==> src/rtl/exc_ctrl.sv <==
// Exception/interrupt controller: IDLE -> PEND (exc raised) -> HANDLER (until eret).
// Define EXC_CTRL_IRQ_LATCH_EN to latch IRQ rising edges; by default IRQs are level-sensitive.
module exc_ctrl #(
  parameter int unsigned N_IRQ = 4,
  localparam int unsigned IDW = (N_IRQ > 1) ? $clog2(N_IRQ) : 1
) (
  input  logic             clk,
  input  logic             reset,
  input  logic [N_IRQ-1:0] irq,
  input  logic [N_IRQ-1:0] irq_en,
  input  logic             not_an_instr,
  input  logic             eret,
  input  logic             exc_ack,
  output logic             exc,
  output logic [3:0]       estatus,
  output logic [IDW-1:0]   irq_id,
  output logic [N_IRQ-1:0] ext_iack,
  output logic             in_handler
);

  typedef enum logic [1:0] {StIdle, StPend, StHandler} state_e;

  localparam logic [3:0] CauseNone = 4'b0000;
  localparam logic [3:0] CauseIrq  = 4'b0001;
  localparam logic [3:0] CauseOpc  = 4'b0010;

  state_e           state_q, state_d;
  logic [3:0]       estatus_q, estatus_d;
  logic [IDW-1:0]   irq_id_q, irq_id_d;
  logic [N_IRQ-1:0] iack_q, iack_d;
  logic [N_IRQ-1:0] req, hit;
  logic [IDW-1:0]   low_id;

`ifdef EXC_CTRL_IRQ_LATCH_EN
  logic [N_IRQ-1:0] irq_prev_q, pending_q, rise;

  // Include this cycle's edge so latched mode has the same 1-cycle latency as level mode.
  assign rise = irq & ~irq_prev_q;
  assign req  = pending_q | rise;

  always_ff @(posedge clk) begin
    if (reset) begin
      irq_prev_q <= '0;
      pending_q  <= '0;
    end else begin
      irq_prev_q <= irq;
      pending_q  <= req & ~iack_d;
    end
  end
`else
  assign req = irq;
`endif

  assign hit = req & irq_en;

  // Lowest-index enabled request wins.
  always_comb begin
    low_id = '0;
    for (int i = N_IRQ - 1; i >= 0; i--) begin
      if (hit[i]) low_id = IDW'(i);
    end
  end

  always_comb begin
    state_d   = state_q;
    estatus_d = estatus_q;
    irq_id_d  = irq_id_q;
    iack_d    = '0;
    unique case (state_q)
      StIdle: begin
        if (not_an_instr) begin
          state_d   = StPend;
          estatus_d = CauseOpc;
          irq_id_d  = '0;
        end else if (|hit) begin
          state_d   = StPend;
          estatus_d = CauseIrq;
          irq_id_d  = low_id;
        end
      end
      StPend: begin
        if (exc_ack) begin
          state_d = StHandler;
          if (estatus_q == CauseIrq) iack_d[irq_id_q] = 1'b1;
        end
      end
      StHandler: begin
        if (eret) begin
          state_d   = StIdle;
          estatus_d = CauseNone;
          irq_id_d  = '0;
        end
      end
      default: begin
        state_d   = StIdle;
        estatus_d = CauseNone;
        irq_id_d  = '0;
      end
    endcase
  end

  always_ff @(posedge clk) begin
    if (reset) begin
      state_q   <= StIdle;
      estatus_q <= CauseNone;
      irq_id_q  <= '0;
      iack_q    <= '0;
    end else begin
      state_q   <= state_d;
      estatus_q <= estatus_d;
      irq_id_q  <= irq_id_d;
      iack_q    <= iack_d;
    end
  end

  assign exc        = (state_q == StPend);
  assign in_handler = (state_q == StHandler);
  assign estatus    = estatus_q;
  assign irq_id     = irq_id_q;
  assign ext_iack   = iack_q;

endmodule

==> config.mk <==
export PLATFORM = sky130hd
export DESIGN_NAME = exc_ctrl
export DESIGN_NICKNAME = d
export VERILOG_FILES = /design/src/rtl/exc_ctrl.sv
export SDC_FILE = /design/constraint.sdc
export NUM_CORES = 1
export LEC_CHECK = 0
export ABC_AREA = 1
export CAP_MARGIN = 5
export CORE_AREA = 2 2 39 41
export CTS_CLUSTER_DIAMETER = 50
export CTS_CLUSTER_SIZE = 40
export DETAILED_ROUTE_END_ITERATION = 12
export DIE_AREA = 0 0 41 43
export GPL_TIMING_DRIVEN = 0
export HOLD_SLACK_MARGIN = 0.12
export PLACE_DENSITY = 0.74
export SLEW_MARGIN = 20
export SYNTH_ARGS = -nofsm -noshare
export SYNTH_HDL_FRONTEND = slang
export SYNTH_SLANG_ARGS = --single-unit
==> constraint.sdc <==
create_clock -name clk -period 1.7 [get_ports clk]
set_input_delay 0.17 -clock clk [delete_from_list [all_inputs] [get_ports clk]]
set_output_delay 0.17 -clock clk [all_outputs]
set_load 0.005 [all_outputs]
Yosys cells after proc, flatten, opt, wreduce, memory -nomap -nowiden
Index checks and enable logic that the tools add are counted.

word-level totals
  bits in registers = 12
  input bits = 13
  output and inout bits = 12
  word-level logic and storage cells = 40

cells by class
  order comparisons = 2
  eq/ne operators = 6
  mux-type cells = 18
  bitwise gates (word level) = 4
  reduce and logical (&&, ||, !) cells = 6

operators by type and width
  operator              number
  $mux W2               10
  $mux W4               3
  $pmux W2 S3           2
  $pmux W4 S3           1
  $reduce_or A4 Y1      2
  $reduce_and A3 Y1     2
  $and A4 B4 Y4         1
  $eq A4 B1 Y1 const B  1
  $ne A2 B2 Y1 const B  2
  $lt A2 B3 Y1 const B  1
  $ne A3 B3 Y1 const B  1
  $not A1 Y1            3
  $demux W1 S2          1
  $eq A2 B1 Y1 const B  1
  $eq A2 B2 Y1 const B  1
  $ge A2 B1 Y1 const B  1
  $logic_not A2 Y1      1
  $logic_and A1 B1 Y1   1
  $mux W1               1

Depth between registers and ports, before layout
Gate-level depths: netlist of the first run.

  word-level depth = 8
  depth in mapped cells = 9
  depth with buffers taken out = 9

Worst setup path after synthesis of the first run
OpenSTA, ideal clock, no wires.

  path kind = reg-to-reg
  start = register state_q[0]
  end = register estatus_q[0] (netlist: estatus[0])
  setup time = 0.112 ns
  data arrival time = 0.926 ns
  required time = 1.588 ns
  path slack = 0.662 ns
  stages on the path, launching flop included = 9
  buffers on the path = 0
  period minus slack after synthesis = 1.038 ns
  path through = dfxtp_1 > nor2_2 > nand2_2 > nor2_2 > nand2_2 > nand2_4 > nor2_1 > nand2_1 > nand2_1

between the ends
  cells in the longest elaborated chain, start to end = 3

RTL lines
  element                                                      RTL line  source
  start, declared                                              27        state_e state_q, state_d;
  start signal, assigned                                       104       state_q <= StIdle;
  start signal, assigned                                       109       state_q <= state_d;
  $eq A2 B2 Y1, or another cell as far along                   69        unique case (state_q)
  $ne A2 B2 Y1 (no source line), or another cell as far along  --
  $reduce_and A3 Y1 (no source line)                           --
  end signal, assigned                                         105       estatus_q <= CauseNone;
  end signal, assigned                                         110       estatus_q <= estatus_d;
  end, declared                                                28        logic [3:0] estatus_q, estatus_d;

Parallel ways exist; a longest one is shown, timed or not.
A chain may end at the register's enable or synchronous reset.

Worst setup path after layout of the first run
  start = register state_q[0]
  end = output exc

between the ends
  cells in the longest elaborated chain, start to end = 1

RTL lines
  element        RTL line  source
  $eq A2 B1 Y1   116       assign exc = (state_q == StPend);
  end, declared  14        output logic exc,

Every way passes these cells.

==> results of run 1 <==
[cell type report]
class / count / area (um2) / area share (%)
Multi-Input combinational cell: 48 / 225 / 30.3
Tap cell: 16 / 20.0 / 2.69
Buffer: 2 / 15.0 / 2.02
Clock buffer: 3 / 22.5 / 3.03
Inverter: 11 / 41.3 / 5.55
Sequential cell: 10 / 200 / 26.9
Timing Repair Buffer: 22 / 220 / 29.6
[metal layers]
metal / global-route usage, % / up-vias / wire, um
met4: 8.00 / 0 / 7
li1: - / 265 / -
met3: 3.14 / 2 / 51
met5: 0 / - / 0
met1: 16.5 / 211 / 392
met2: 19.1 / 17 / 451
[worst max-delay path, stage by stage, from the launching register on]
cell and delay [ns]:
dfxtp_1 0.39, nand2_1 0.11, inv_1 0.09, clkdlybuf4s50_1 0.50
[placed cells by master, fill, tap and decap left out, drive strengths merged]
master / netlist / final
nand4: 1 / 1
nand2: 22 / 22
inv: 11 / 11
clkdlybuf4s50: 0 / 22
o21ai: 1 / 1
buf: 2 / 2
nor2: 7 / 7
clkbuf: 0 / 3
dfxtp: 10 / 10
a21oi: 5 / 5
nor3: 4 / 4
conb: 1 / 2
nand3: 6 / 6
[cell families after synthesis]
family | after synthesis | share of synthesized area (%)
AOI/OAI and AO/OA | 6 | 6.28
and+or+nand+nor | 40 | 39.3
other | 1 | 0.785
DFF | 10 | 41.9
buffers and inverters | 13 | 11.8
[registers in the layout, indices dropped and copies added, names as in the netlist]
register,count
state_q,2
estatus,2
ext_iack,4
irq_id,2
[path summary, 6_finish.rpt]
kind | startpoint | endpoint | slack, ns
setup / recovery | state_q[0] | exc | 0.19
hold / removal | estatus[1] | estatus[1] | 0.48
setup reg to reg | state_q[0] | irq_id[0] | 0.53
hold reg to reg | estatus[1] | estatus[1] | 0.48
[cell usage after synthesis, drive strengths merged]
library cell  count  area [um2]
nor2              7        31.3
nand2            22         100
nand3             6        30.0
nor3              4        20.0
nand4             1        6.26
buf               2        15.0
inv              11        41.3
a21oi             5        25.0
dfxtp            10         200
o21ai             1        5.00
conb              1        3.75
[stage by stage]
stage | utilization (%) | worst slack (ns) | total power [mW]
finish | 53.8 | 0.187 | 0.616
global route | 53.8 | 0.0757 | 0.662
CTS | 53.8 | 0.176 | 0.622
detailed placement | 52.2 | 0.383 | 0.470
global placement | 52.2 | 0.390 | 0.469
floorplan | - | 0.662 | 0.385
[report_power, final]
| group | switching, mW | internal [mW] |
|---|---|---|
| sequential | 0.0173 | 0.254 |
| clock | 0.0721 | 0.0813 |
| combinational | 0.0927 | 0.0990 |
==> flow_metrics.py, run 1 <==
metrics = {
    "status": {
        "status": "completed",
    },
    "worst_setup_path": {
        "crit_fanout": 4,
        "required_ns": 1.53,
        "start_kind": "flop",
        "endpoint_kind": "primary output",
        "critPathKind": "flop to primary output",
        "reg2regPathDepth": 8,
        "crit_arrival_ns": 1.34,
    },
    "cells_and_area": {
        "antennaDiodeCount": 0,
        "syn_to_final_growth_pct": 55.8,
        "drive_gt1_share_pct": 13.5,
        "fillers": 149,
        "postLayoutCellArea_um2": 744,
        "nets": 111,
        "finalNonFillerCells": 112,
    },
    "cts": {
        "cts_tree": "yes",
        "root_buffer": "clkbuf_4",
        "cts.clk_slew.worst_paths_ns": 0.06,
        "post_cts_resized": 0,
        "postCtsSetupRepairBufs": 0,
        "clockBufferDepth": 2,
        "cts_buffers": 3,
        "clkLatencyLatePin_ns": 0.26,
        "cts_sinks": 10,
        "h-tree-depth": 1,
        "cts_hold_buf": 0,
    },
    "grt": {
        "grt_first_pass_wirelength_um": 1570,
        "grt_util_all_layers_pct": 13.1,
        "grt_overflow": 0,
        "grt_start_max_net_pins": 7,
        "grt_pass1_vias": 427,
        "antenna_found_initial": 0,
    },
    "timing": {
        "period_needed_ns": 1.51,
        "rsz0062_at_grt": "no",
        "period_share_pct": 89.0,
        "fin_hold_ws_ns": 0.484,
        "setup-violations-final": 0,
        "finalMaxSlewViolations": 0,
        "fin_skew_ns": 0.00714,
        "max_freq_ghz": 0.661,
        "setup_tns_ns": 0,
        "hold_viol": 0,
    },
    "placement": {
        "dpl-instance-area_um2": 722,
        "globalplace.congestion": 0.793,
        "hpwl_um": 773,
        "dp.cells": 109,
        "port_buffers": 22,
    },
    "die": {
        "dieArea_um2": 1760,
        "pin_count": 25,
        "num_rows": 14,
        "core_um2": 1380,
        "die-height_um": 43,
        "initial_core_util_pct": 34.5,
        "die_w_um": 41,
    },
    "min_path": {
        "hold_class": "flop to flop",
        "hold_depth": 2,
    },
    "synth": {
        "synth.yosys.seq_area_share_pct": 41.9,
        "synth_warnings": 0,
        "synth.avg_cell_area_um2": 6.83,
        "yosys.cell_types.count": 15,
        "synth_area_um2": 478,
        "synth_seq_cells": 10,
        "syn-instance-count": 70,
    },
    "pwr": {
        "power_leakage_nw": 0.338,
        "irDropWorstVdd_mv": 0.311,
        "p_per_area_nw_per_um2": 828,
    },
    "drt": {
        "dr.first_iter.drc_count": 3,
        "ant_nets": 0,
        "drc": 0,
        "via_count": 495,
        "routedWlPerCell_um": 8.06,
        "routed_wl_um": 903,
        "first_pass_iters": 2,
        "vias_per_cell": 4.42,
    },
    "run": {
        "cap_violations": 0,
    },
}
(Power assumes the default switching activity.)
==> run 2, diff against run 1 <==
Settings changed: SKIP_LAST_GASP from default to 1.
==> results of run 2 <==
No change in the layout: final DEF, timing and power equal those of run 1.
